==> src/rtl/i2s_track_scheduler_if.sv <==
// Track-source handshake bundle for i2s_track_scheduler.
//   trk_valid  : per-track sample available (source -> scheduler)
//   trk_ready  : per-track accept, one-hot or zero (scheduler -> source)
//   trk_data_l : packed left samples, track i at [i*WIDTH +: WIDTH]
//   trk_data_r : packed right samples, same packing
//   trk_mute   : per-track mute (source -> scheduler)
// Modports: master = track-source side, slave = scheduler side.
interface i2s_track_scheduler_if #(
  parameter int WIDTH      = 8,
  parameter int NUM_TRACKS = 4
);
  logic [NUM_TRACKS-1:0]       trk_valid;
  logic [NUM_TRACKS-1:0]       trk_ready;
  logic [NUM_TRACKS*WIDTH-1:0] trk_data_l;
  logic [NUM_TRACKS*WIDTH-1:0] trk_data_r;
  logic [NUM_TRACKS-1:0]       trk_mute;

  modport master (
    output trk_valid, trk_data_l, trk_data_r, trk_mute,
    input  trk_ready
  );

  modport slave (
    input  trk_valid, trk_data_l, trk_data_r, trk_mute,
    output trk_ready
  );
endinterface

==> src/rtl/i2s_track_scheduler.sv <==
// Per-frame sample scheduler feeding an I2S transmitter.
// On each rising edge of ws it polls every track in order over a
// valid/ready handshake, sums the unmuted samples, saturates the sums to
// WIDTH bits and commits them to tx_data_l/tx_data_r.
// Ports:
//   mclk, rst_n   : clock, asynchronous active-low reset
//   ws            : transmitter word-select (mclk domain)
//   trk           : track handshake bundle (slave modport)
//   tx_data_l/r   : committed mix, held between commits
//   frame_strobe  : one-cycle pulse per commit
//   clip          : one-cycle pulse with frame_strobe if either channel saturated
//   underrun_cnt  : saturating count of track timeouts
module i2s_track_scheduler #(
  parameter int WIDTH      = 8,
  parameter int NUM_TRACKS = 4,
  parameter int TIMEOUT    = 16
) (
  input  logic                    mclk,
  input  logic                    rst_n,
  input  logic                    ws,
  i2s_track_scheduler_if.slave    trk,
  output logic [WIDTH-1:0]        tx_data_l,
  output logic [WIDTH-1:0]        tx_data_r,
  output logic                    frame_strobe,
  output logic                    clip,
  output logic [15:0]             underrun_cnt
);

  // Summing NUM_TRACKS samples needs $clog2(NUM_TRACKS) guard bits.
  localparam int ACC_W = WIDTH + $clog2(NUM_TRACKS);
  localparam int IDX_W = $clog2(NUM_TRACKS);
  localparam int TMO_W = (TIMEOUT > 1) ? $clog2(TIMEOUT) : 1;

  localparam logic [IDX_W-1:0]        LAST_IDX = IDX_W'(NUM_TRACKS - 1);
  localparam logic [TMO_W-1:0]        LAST_TMO = TMO_W'(TIMEOUT - 1);
  localparam logic signed [ACC_W-1:0] ACC_MAX  = ACC_W'((2 ** (WIDTH - 1)) - 1);
  localparam logic signed [ACC_W-1:0] ACC_MIN  = ACC_W'(-(2 ** (WIDTH - 1)));

  typedef enum logic [1:0] {
    IDLE,
    REQ,
    COMMIT
  } state_t;

  state_t                   state, state_next;
  logic                     ws_q;
  logic [IDX_W-1:0]         idx;
  logic [TMO_W-1:0]         tmo;
  logic signed [ACC_W-1:0]  acc_l, acc_r;

  logic                     ws_rise;
  logic                     take;
  logic                     expire;
  logic                     last;
  logic signed [WIDTH-1:0]  cur_l, cur_r;
  logic signed [ACC_W-1:0]  ext_l, ext_r;
  logic [WIDTH-1:0]         sat_l, sat_r;
  logic                     clip_l, clip_r;
  logic [NUM_TRACKS-1:0]    ready;

  // Only rising edges of ws start a frame; falling edges are ignored.
  assign ws_rise = ws & ~ws_q;

  // Current track's samples, sign-extended to accumulator width.
  always_comb begin
    cur_l = trk.trk_data_l[idx*WIDTH +: WIDTH];
    cur_r = trk.trk_data_r[idx*WIDTH +: WIDTH];
    ext_l = {{(ACC_W-WIDTH){cur_l[WIDTH-1]}}, cur_l};
    ext_r = {{(ACC_W-WIDTH){cur_r[WIDTH-1]}}, cur_r};
  end

  // A valid on the timeout cycle is a transfer, so expire excludes it.
  assign take   = (state == REQ) &&  trk.trk_valid[idx];
  assign expire = (state == REQ) && !trk.trk_valid[idx] && (tmo == LAST_TMO);
  assign last   = (idx == LAST_IDX);

  // NOTE: every output of a combinational block gets a default first so no
  // path leaves it unassigned, which would otherwise infer a latch.
  always_comb begin
    state_next = state;
    ready      = '0;
    unique case (state)
      IDLE: begin
        if (ws_rise) state_next = REQ;
      end
      REQ: begin
        ready[idx] = 1'b1;
        if ((take || expire) && last) state_next = COMMIT;
      end
      COMMIT: begin
        state_next = IDLE;
      end
      default: state_next = IDLE;
    endcase
  end

  // trk_ready is a pure decode of registered state and idx: it cannot glitch
  // from input activity and clears the instant reset asserts.
  assign trk.trk_ready = ready;

  // Signed saturation of the accumulators to WIDTH bits.
  always_comb begin
    sat_l  = acc_l[WIDTH-1:0];
    sat_r  = acc_r[WIDTH-1:0];
    clip_l = 1'b0;
    clip_r = 1'b0;
    if (acc_l > ACC_MAX) begin
      sat_l  = ACC_MAX[WIDTH-1:0];
      clip_l = 1'b1;
    end else if (acc_l < ACC_MIN) begin
      sat_l  = ACC_MIN[WIDTH-1:0];
      clip_l = 1'b1;
    end
    if (acc_r > ACC_MAX) begin
      sat_r  = ACC_MAX[WIDTH-1:0];
      clip_r = 1'b1;
    end else if (acc_r < ACC_MIN) begin
      sat_r  = ACC_MIN[WIDTH-1:0];
      clip_r = 1'b1;
    end
  end

  // NOTE: sequential state uses non-blocking assignments so every register
  // samples pre-edge values regardless of statement order.
  always_ff @(posedge mclk or negedge rst_n) begin
    if (!rst_n) state <= IDLE;
    else        state <= state_next;
  end

  always_ff @(posedge mclk or negedge rst_n) begin
    if (!rst_n) begin
      ws_q         <= 1'b0;
      idx          <= '0;
      tmo          <= '0;
      acc_l        <= '0;
      acc_r        <= '0;
      tx_data_l    <= '0;
      tx_data_r    <= '0;
      frame_strobe <= 1'b0;
      clip         <= 1'b0;
      underrun_cnt <= '0;
    end else begin
      ws_q         <= ws;
      frame_strobe <= 1'b0;
      clip         <= 1'b0;
      unique case (state)
        IDLE: begin
          if (ws_rise) begin
            idx   <= '0;
            tmo   <= '0;
            acc_l <= '0;
            acc_r <= '0;
          end
        end
        REQ: begin
          if (take || expire) begin
            // Muted tracks are still consumed to keep sources frame-aligned.
            if (take && !trk.trk_mute[idx]) begin
              acc_l <= acc_l + ext_l;
              acc_r <= acc_r + ext_r;
            end
            if (expire && (underrun_cnt != 16'hFFFF)) begin
              underrun_cnt <= underrun_cnt + 16'd1;
            end
            tmo <= '0;
            if (!last) idx <= idx + 1'b1;
          end else begin
            tmo <= tmo + 1'b1;
          end
        end
        COMMIT: begin
          tx_data_l    <= sat_l;
          tx_data_r    <= sat_r;
          frame_strobe <= 1'b1;
          clip         <= clip_l | clip_r;
        end
        default: ;
      endcase
    end
  end

endmodule

==> src/flat_wrapper.sv <==
// flat-port wrapper written by rule: the top's interface ports become plain ports
module i2s_track_scheduler_flat 
#(
  parameter int WIDTH      = 8,
  parameter int NUM_TRACKS = 4,
  parameter int TIMEOUT    = 16
)
  (mclk, rst_n, ws, tx_data_l, tx_data_r, frame_strobe, clip, underrun_cnt, trk_trk_valid, trk_trk_data_l, trk_trk_data_r, trk_trk_mute, trk_trk_ready);
  i2s_track_scheduler_if #(.WIDTH(WIDTH), .NUM_TRACKS(NUM_TRACKS)) trk_i ();
  input  logic mclk;
  input  logic rst_n;
  input  logic ws;
  output logic [WIDTH-1:0] tx_data_l;
  output logic [WIDTH-1:0] tx_data_r;
  output logic frame_strobe;
  output logic clip;
  output logic [15:0] underrun_cnt;
  input wire logic [$bits(trk_i.trk_valid)-1:0] trk_trk_valid;
  input wire logic [$bits(trk_i.trk_data_l)-1:0] trk_trk_data_l;
  input wire logic [$bits(trk_i.trk_data_r)-1:0] trk_trk_data_r;
  input wire logic [$bits(trk_i.trk_mute)-1:0] trk_trk_mute;
  output wire logic [$bits(trk_i.trk_ready)-1:0] trk_trk_ready;
  assign trk_i.trk_valid = trk_trk_valid;
  assign trk_i.trk_data_l = trk_trk_data_l;
  assign trk_i.trk_data_r = trk_trk_data_r;
  assign trk_i.trk_mute = trk_trk_mute;
  assign trk_trk_ready = trk_i.trk_ready;
  i2s_track_scheduler #(.WIDTH(WIDTH), .NUM_TRACKS(NUM_TRACKS), .TIMEOUT(TIMEOUT)) u_core (.mclk(mclk), .rst_n(rst_n), .ws(ws), .trk(trk_i), .tx_data_l(tx_data_l), .tx_data_r(tx_data_r), .frame_strobe(frame_strobe), .clip(clip), .underrun_cnt(underrun_cnt));
endmodule
==> config.mk <==
export PLATFORM = sky130hd
export DESIGN_NAME = i2s_track_scheduler_flat
export DESIGN_NICKNAME = d
export VERILOG_FILES = /design/src/rtl/i2s_track_scheduler_if.sv /design/src/rtl/i2s_track_scheduler.sv /design/src/flat_wrapper.sv
export SDC_FILE = /design/constraint.sdc
export NUM_CORES = 1
export LEC_CHECK = 0
export ABC_CLOCK_PERIOD_IN_PS = 3200
export CAP_MARGIN = 40
export CORE_MARGIN = 3
export CORE_UTILIZATION = 35
export CTS_BUF_LIST = sky130_fd_sc_hd__clkbuf_8
export DETAILED_ROUTE_END_ITERATION = 12
export SYNTH_ARGS = -nofsm -noshare
export SYNTH_HDL_FRONTEND = slang
export SYNTH_SLANG_ARGS = --single-unit
==> constraint.sdc <==
create_clock -name mclk -period 3.2 [get_ports mclk]
set_input_delay 0.64 -clock mclk [delete_from_list [all_inputs] [get_ports mclk]]
set_output_delay 0.64 -clock mclk [all_outputs]
set_load 0.02 [all_outputs]
==> results by group, run 1 <==
Power
  • P_leak: approximately 2.4 nW
  • Sequential Power Share: 28.1%
  • Net Sw Power: around 2 mW
  • Comb pwr share: between 50% and 60%
  • Clock group share of total power: roughly 14%
  • Int Pwr: between 2 and 3 mW
  • Power Dens Cells: 833 mW/mm^2
  • Peak VDD IR: ~310 uV
  • Sw Share: a little over two fifths

Cells and area
  • # nets final: between 600 and 700
  • Area Growth Syn to Fin: 36.7%
  • Fin util: between 40 and 50%
  • Fill count: around 1100
  • Proportion of layout cells with a drive suffix above 1: under 10%
  • Antenna fix cells: 0
  • Final Non-Filler Cells: just under 700

Synthesis
  • Ranking of synthesized cells by area: dfrtp_1 38%, ha_1 7.2%, mux4_2 7.1%, nand2_1 6.5%, o21ai_0 4.7%
  • Dominant cell type by area after synthesis: dfrtp_1
  • Mapped Nets: 530
  • Synthesis-stage register bit count: between 60 and 70
  • YS warnings: 0
  • Avg Cell Area, Syn: a little under 10 um^2
  • Mapped Area: 0.00414 mm^2
  • Top cells by count, synth: 72 x nand2_1, 63 x dfrtp_1, 39 x o21ai_0
  • Synth unique cells: between 40 and 50
  • Top-count cell post-synth: nand2_1
  • Post-synth top area share: 38.1%
  • Post-synth EDFFs: 0
  • Main flop type after synthesis: dfrtp_1
  • Syn Inst Count: ~430
  • Post-synth ARST share: 100%
  • Part of the Yosys area used for sequential elements: 38.1%

Worst setup path
  • Crit-path leading delay family: compound AO/OA/AOI/OAI gates
  • Critical Path, Cell by Cell: buf_12, mux4_1, ha_1, nor2b_1, o21a_1, o21ai_0, a21boi_0, o21a_1, o41ai_1
  • Setup crit start kind: flip-flop
  • Kind of critical path: reg2reg
  • Data required, critical path: roughly 3.4 ns
  • Reg2reg start: u_core.idx[0]
  • CP Buf/Inv Count: 1
  • FF-to-FF setup slack: approximately 0.29 ns
  • Critical Path Max Stage Delay: roughly 0.62 ns
  • Slowest-stage cell, CP: mux4_1
  • Worst setup EP type: flip-flop
  • Critical path peak fanout: 19
  • Most used cell, CP: o21a_1
  • Worst r2r dst: u_core.acc_l[6]
  • R2R depth: 9
  • Critical Path AT: about 3.1 ns

Die
  • Die footprint: approximately 0.013 mm^2
  • Die Wd: approximately 110 um
  • Top-Level Pins: 113
  • Initial core utilization: a little over a third
  • Core Rows: 39
  • Core Box Area: 0.0115 mm^2
  • Die Ht: about 110 um

Clock tree
  • Clock-pin slew on the worst setup and hold paths: 0.07 ns
  • Post-CTS Setup Bufs: 0
  • CTS Root Cell: clkbuf_8
  • CTS buffer count: 9
  • H-tree depth: 3
  • Clock latency on the worst-skew pair: ~0.35 ns
  • CTS Sinks: 63
  • Clock Path Buffers: 2
  • CTS tree: done

Timing
  • Slew Limit Headroom: ~62%
  • RSZ-0062 raised after global routing: no
  • Slew Viols, Final: 0
  • Final Skew: approximately 0.0073 ns
  • Least-Margin Pin Slew: about 0.56 ns
  • Final setup vio count: 0
  • Final setup margin: a little under 0.3 ns
  • Worst hold margin: 0.147 ns
  • Fin crit share: between 90% and 100%
  • Final Hold Viols: 0
  • Setup_tns: 0 ns
  • Peak Freq: 343 MHz
  • Minimum clock period: around 2.9 ns

Place
  • Setup WS pre-CTS: -0.0270 ns
  • DPL Wire Length: around 7700 um
  • Routability cong.: 0.856
  • Port Buffers: approximately 110
  • Placed cells: just under 700

Drt
  • Post-DRT Antenna Nets: 0
  • Iter 0 DRT Violations: 165
  • Detailed Routing Iterations Pass 1: 4
  • Drt via density: 5.19
  • Wire per inst: 14.4 um
  • Final WL: roughly 9900 um
  • Drt drc: 0
  • Via Count: 3573

Hold path
  • Hold crit path type: in2async

GRT
  • Global route total overflow: 0
  • Vias in the first global route: about 3500
  • First-pass GRT wire length: between 15000 and 20000 um
  • Initial antenna violation count: 0
  • GRT Util Overall: between 10% and 20%
  • Largest net degree at the start of global routing: 30

Run status
  • Status: finished clean

Run
  • Maxcap violations: 0
layout by cell type, fill, tap and decap left out, types with 9 or more instances in the layout:
cell type and instances:
inv_1 14, nand4_1 10, clkbuf_8 10, o21ai_0 38
mux4_2 13, dfrtp_1 63, nand2_1 72, a21oi_1 10
nor2_1 33, xnor2_1 15, a21o_1 9, ha_1 24
clkdlybuf4s50_1 111
worst reg2reg max path: stages, from the launching register on:
cell and delay, ns:
dfrtp_1 0.45, buf_12 0.21, mux4_1 0.63, ha_1 0.31, nor2b_1 0.15, o21a_1 0.17
o21ai_0 0.27, a21boi_0 0.17, o21a_1 0.19, o41ai_1 0.24
registers in the layout, indices dropped and copies added, names as in the netlist:
| signal | flops |
|---|---|
| u_core.frame_strobe | 1 |
| u_core.tx_data_r | 8 |
| u_core.ws_q | 1 |
| u_core.acc_r | 10 |
| u_core.idx | 2 |
| u_core.clip | 1 |
| u_core.tx_data_l | 8 |
| u_core.underrun_cnt | 16 |
| u_core.tmo | 4 |
| u_core.state | 2 |
| u_core.acc_l | 10 |
power groups by stage:
stage	sequential, mW	combinational (mW)	clock [mW]
2_1_floorplan	1.25	2.01	0
3_3_place_gp	1.33	2.65	0
3_5_place_dp	1.34	2.71	0
4_1_cts	1.33	2.72	0.699
5_1_grt	1.38	3.06	0.735
6_report	1.33	2.71	0.680
per-layer routing:
metal | wire length (um) | up-vias | global-route usage, %
met4 | 128 | 0 | 4.46
met2 | 4530 | 91 | 25.0
met5 | 0 | - | 0
met3 | 519 | 11 | 3.68
met1 | 4740 | 1703 | 21.7
li1 | - | 1768 | -
how the worst max path moves through the flow:
stage / from / endpoint / cells past startpoint
global placement: trk_trk_data_l[8] / u_core.acc_l[6] / 11
CTS: u_core.idx[0] / u_core.acc_r[6] / 11
finish: u_core.idx[0] / u_core.acc_l[6] / 9
floorplan: u_core.idx[0] / u_core.acc_r[6] / 12
detailed placement: trk_trk_data_l[8] / u_core.acc_l[6] / 11
global route: u_core.idx[0] / u_core.acc_l[6] / 9
metrics by stage:
step	total power [mW]	instance area [um^2]
final	4.72	5660
after global routing	5.18	5660
after CTS	4.75	5660
after global placement	3.98	5440
after detailed placement	4.06	5470
after floorplan	3.26	4140
what timing repair did:
action	4_1_cts	5_1_grt
setup endpoints to repair	0	1
hold buffers	0	0
gates resized for setup	0	1
cell type report:
| type | instances | area [um^2] | area share (%) |
|---|---|---|---|
| clock buffer | 10 | 138 | 2.43 |
| clock inverter | 6 | 53.8 | 0.950 |
| inverter | 11 | 41.3 | 0.729 |
| multi-input combinational | 333 | 2430 | 42.9 |
| sequential | 63 | 1580 | 27.8 |
| tap | 143 | 179 | 3.16 |
| timing repair buffer | 123 | 1240 | 22.0 |
logic make-up (layout without fill, tap and decap cells):
logic type      count (synthesis)  in the layout  synth area share, %
fa+ha+maj                      26             26                 8.22
simple gates                  165            165                 19.0
flops                          63             63                 38.1
buf+inv                        33            150                 3.26
mux                            22             22                 11.3
compound gates                 97             97                 15.3
xor+xnor                       23             23                 4.86
No activity file was read; power rests on OpenSTA's default activity.
==> inputs of run 2 (changes only) <==
ABC_CLOCK_PERIOD_IN_PS = not set   (was 3200)
SLEW_MARGIN = 20   (was not set)
==> results of run 2 <==
Same layout as run 1: the final DEF is identical, and so are final timing and power.
==> inputs of run 3 (changes only) <==
CAP_MARGIN = 20   (was 40)
PLACE_DENSITY = 0.69   (was not set)
==> run 3 against run 2 <==
  * Non-clock buffer count decreased by 3
  * Fmax decreased by 0.66%
  * Core utilization decreased by 0.61 points
  * Total power decreased by 2.1%
  * Combinational power about the same
  * Register-to-register slack got worse by 0.02 ns
  * Highest routed layer unchanged
  * First-iteration DRC count decreased by 13%
  * Sequential share of layout area increased by 0.35 points
  * Setup slack got worse by 0.019 ns
  * Clock power decreased by 13%
  * Critical path depth unchanged
  * Flip-flop and latch count unchanged
==> results by group, run 3 (synthesis results as in run 1) <==
Clock tree
  • Clock-pin slew on the worst setup and hold paths: 0.06 ns (about the same)
  • CTS tree: done
  • Clock Path Buffers: 2 (unchanged)
  • Post-cts sizing count: 0 (unchanged)
  • CTS buffer count: 9 (unchanged)
  • CTS Root Cell: clkbuf_8
  • Clock latency on the worst-skew pair: 0.34 ns (about the same)
  • Post-CTS Setup Bufs: 0 (unchanged)
  • CTS Sinks: 63 (unchanged)
  • H-tree depth: 3 (unchanged)
  • CTS Hold Buffers Added: 0 (unchanged)

Cells and area
  • Proportion of layout cells with a drive suffix above 1: 7.76% (-0.66 points)
  • Reg area: 0.00158 mm^2 (unchanged)
  • # nets final: 639 (-0.47%)
  • Fin util: 48.6% (-0.61 points)
  • Max reg flops: 16 (unchanged)
  • Fill count: 1078 (-1.0%)
  • Area Growth Syn to Fin: 35.0%
  • Largest Register: u_core.underrun_cnt
  • Leading cell type in the layout, fill and taps excluded: clkdlybuf4s50_1
  • Final Non-Filler Cells: 684 (-0.73%)
  • Top Registers: u_core.underrun_cnt x16, u_core.acc_l x10, u_core.acc_r x10
  • Combined area of the multi-input logic cells: 0.00243 mm^2 (unchanged)
  • Most frequent cells in the layout: 111 x clkdlybuf4s50_1, 72 x nand2_1, 63 x dfrtp_1
  • Antenna fix cells: 0 (unchanged)

GRT
  • First-pass GRT wire length: 16600 um (-0.46%)
  • Initial antenna violation count: 0 (unchanged)
  • Largest net degree at the start of global routing: 33 (+10%)
  • GRT Util Overall: 15.5% (-0.28 points)
  • Vias in the first global route: 3431 (-1.1%)
  • Global route total overflow: 0 (unchanged)

Place
  • Placed cells: 670 (-0.45%)
  • Routability cong.: 0.863 (+0.83%)
  • Port Buffers: 112 (unchanged)
  • DPL Wire Length: 7750 um (+0.10%)

Worst setup path
  • Kind of critical path: reg2reg
  • Worst setup EP type: flip-flop
  • Data required, critical path: 3.47 ns (+0.04 ns)
  • Critical Path AT: 3.20 ns (+0.06 ns)
  • Setup crit start kind: flip-flop
  • Critical path peak fanout: 17 (-2)

Drt
  • Iter 0 DRT Violations: 143 (-13%)
  • Drt drc: 0 (unchanged)
  • Drt via density: 5.19 (+0.17%)
  • Final WL: 9630 um (-2.9%)
  • Wire per inst: 14.1 um (-2.2%)
  • Detailed Routing Iterations Pass 1: 4 (unchanged)
  • Post-DRT Antenna Nets: 0 (unchanged)
  • Via Count: 3553 (-0.56%)

Run status
  • Status: finished clean

Die
  • Die Ht: 115 um (unchanged)
  • Die footprint: 0.0132 mm^2 (unchanged)
  • Core Box Area: 0.0115 mm^2 (unchanged)
  • Top-Level Pins: 113 (unchanged)
  • Die Wd: 115 um (unchanged)
  • Core Rows: 39 (unchanged)
  • Initial core utilization: 36.0% (unchanged)

Timing
  • Final Hold Viols: 0 (unchanged)
  • Slew Viols, Final: 0 (unchanged)
  • Peak Freq: 341 MHz (-0.66%)
  • Final Skew: 0.00803 ns (+0.000718 ns)
  • Minimum clock period: 2.93 ns (+0.0193 ns)
  • RSZ-0062 raised after global routing: no
  • Slew Limit Headroom: 38.0% (-24 points)
  • Fin crit share: 91.6% (+0.60 points)
  • Least-Margin Pin Slew: 0.930 ns (+0.365 ns)
  • Final setup vio count: 0 (unchanged)

Power
  • Peak VDD IR: 263 uV (-15%)
  • Power Dens Cells: 826 mW/mm^2 (-0.87%)
  • Final Power: 4.62 mW (-2.1%)
  • P_leak: 2.41 nW (-1.4%)

Hold path
  • Hold crit path type: in2async

Run
  • Maxcap violations: 0 (unchanged)
-- run 3: metal layers --
layer | GRT usage, % | vias up | wire length [um]
met5 | 0 | - | 0
li1 | - | 1777 | -
met1 | 21.8 | 1665 | 4610
met2 | 23.3 | 100 | 4270
met3 | 3.89 | 11 | 610
met4 | 5.16 | 0 | 149
-- run 3: final cells by class --
class                           instances  area share (%)
Clock buffer                           11            2.71
Clock inverter                          3           0.224
Timing Repair Buffer                  120            21.5
Inverter                               11           0.738
Sequential cell                        63            28.2
Multi-Input combinational cell        333            43.5
Tap cell                              143            3.20
-- run 3: metrics by stage --
| stage | hold slack (ns) | instance area, um^2 | setup slack [ns] | TNS (ns) |
|---|---|---|---|---|
| 2_1_floorplan | 0.344 | 4140 | 0.106 | 0 |
| 3_3_place_gp | 0.463 | 5430 | 0.0765 | 0 |
| 3_5_place_dp | 0.473 | 5430 | -0.0237 | -0.0237 |
| 4_1_cts | 0.162 | 5590 | 0.271 | 0 |
| 5_1_grt | 0.168 | 5590 | 0.0515 | 0 |
| 6_report | 0.162 | 5590 | 0.269 | 0 |
-- run 3: worst max-delay path: stages (launching register included) --
cell	delay, ns
dfrtp_1	0.76
buf_4	0.27
mux4_2	0.30
ha_1	0.35
a21o_1	0.20
a21oi_1	0.24
a21oi_1	0.13
o21a_1	0.22
nor4b_1	0.26
nand3b_1	0.14
-- run 3: worst paths after layout --
check | from | end | slack, ns | depth (start not counted)
worst min register to register | u_core.tx_data_r[3] | u_core.tx_data_r[3] | 0.48 | 2
worst max register to register | u_core.idx[1] | u_core.acc_l[9] | 0.27 | 9
min in group mclk | u_core.tx_data_r[3] | u_core.tx_data_r[3] | 0.48 | 2
worst min-delay path | rst_n | u_core.tx_data_r[3] | 0.16 | 1
worst max-delay path | u_core.idx[1] | u_core.acc_l[9] | 0.27 | 9
max in group asynchronous | rst_n | u_core.acc_l[6] | 2.41 | 2
-- run 3: where the power goes --
group / total (mW) / switching [mW] / internal, mW
Combinational: 2.68 / 1.35 / 1.32
Sequential: 1.35 / 0.331 / 1.02
Clock: 0.592 / 0.284 / 0.308
Total: 4.62 / 1.97 / 2.65
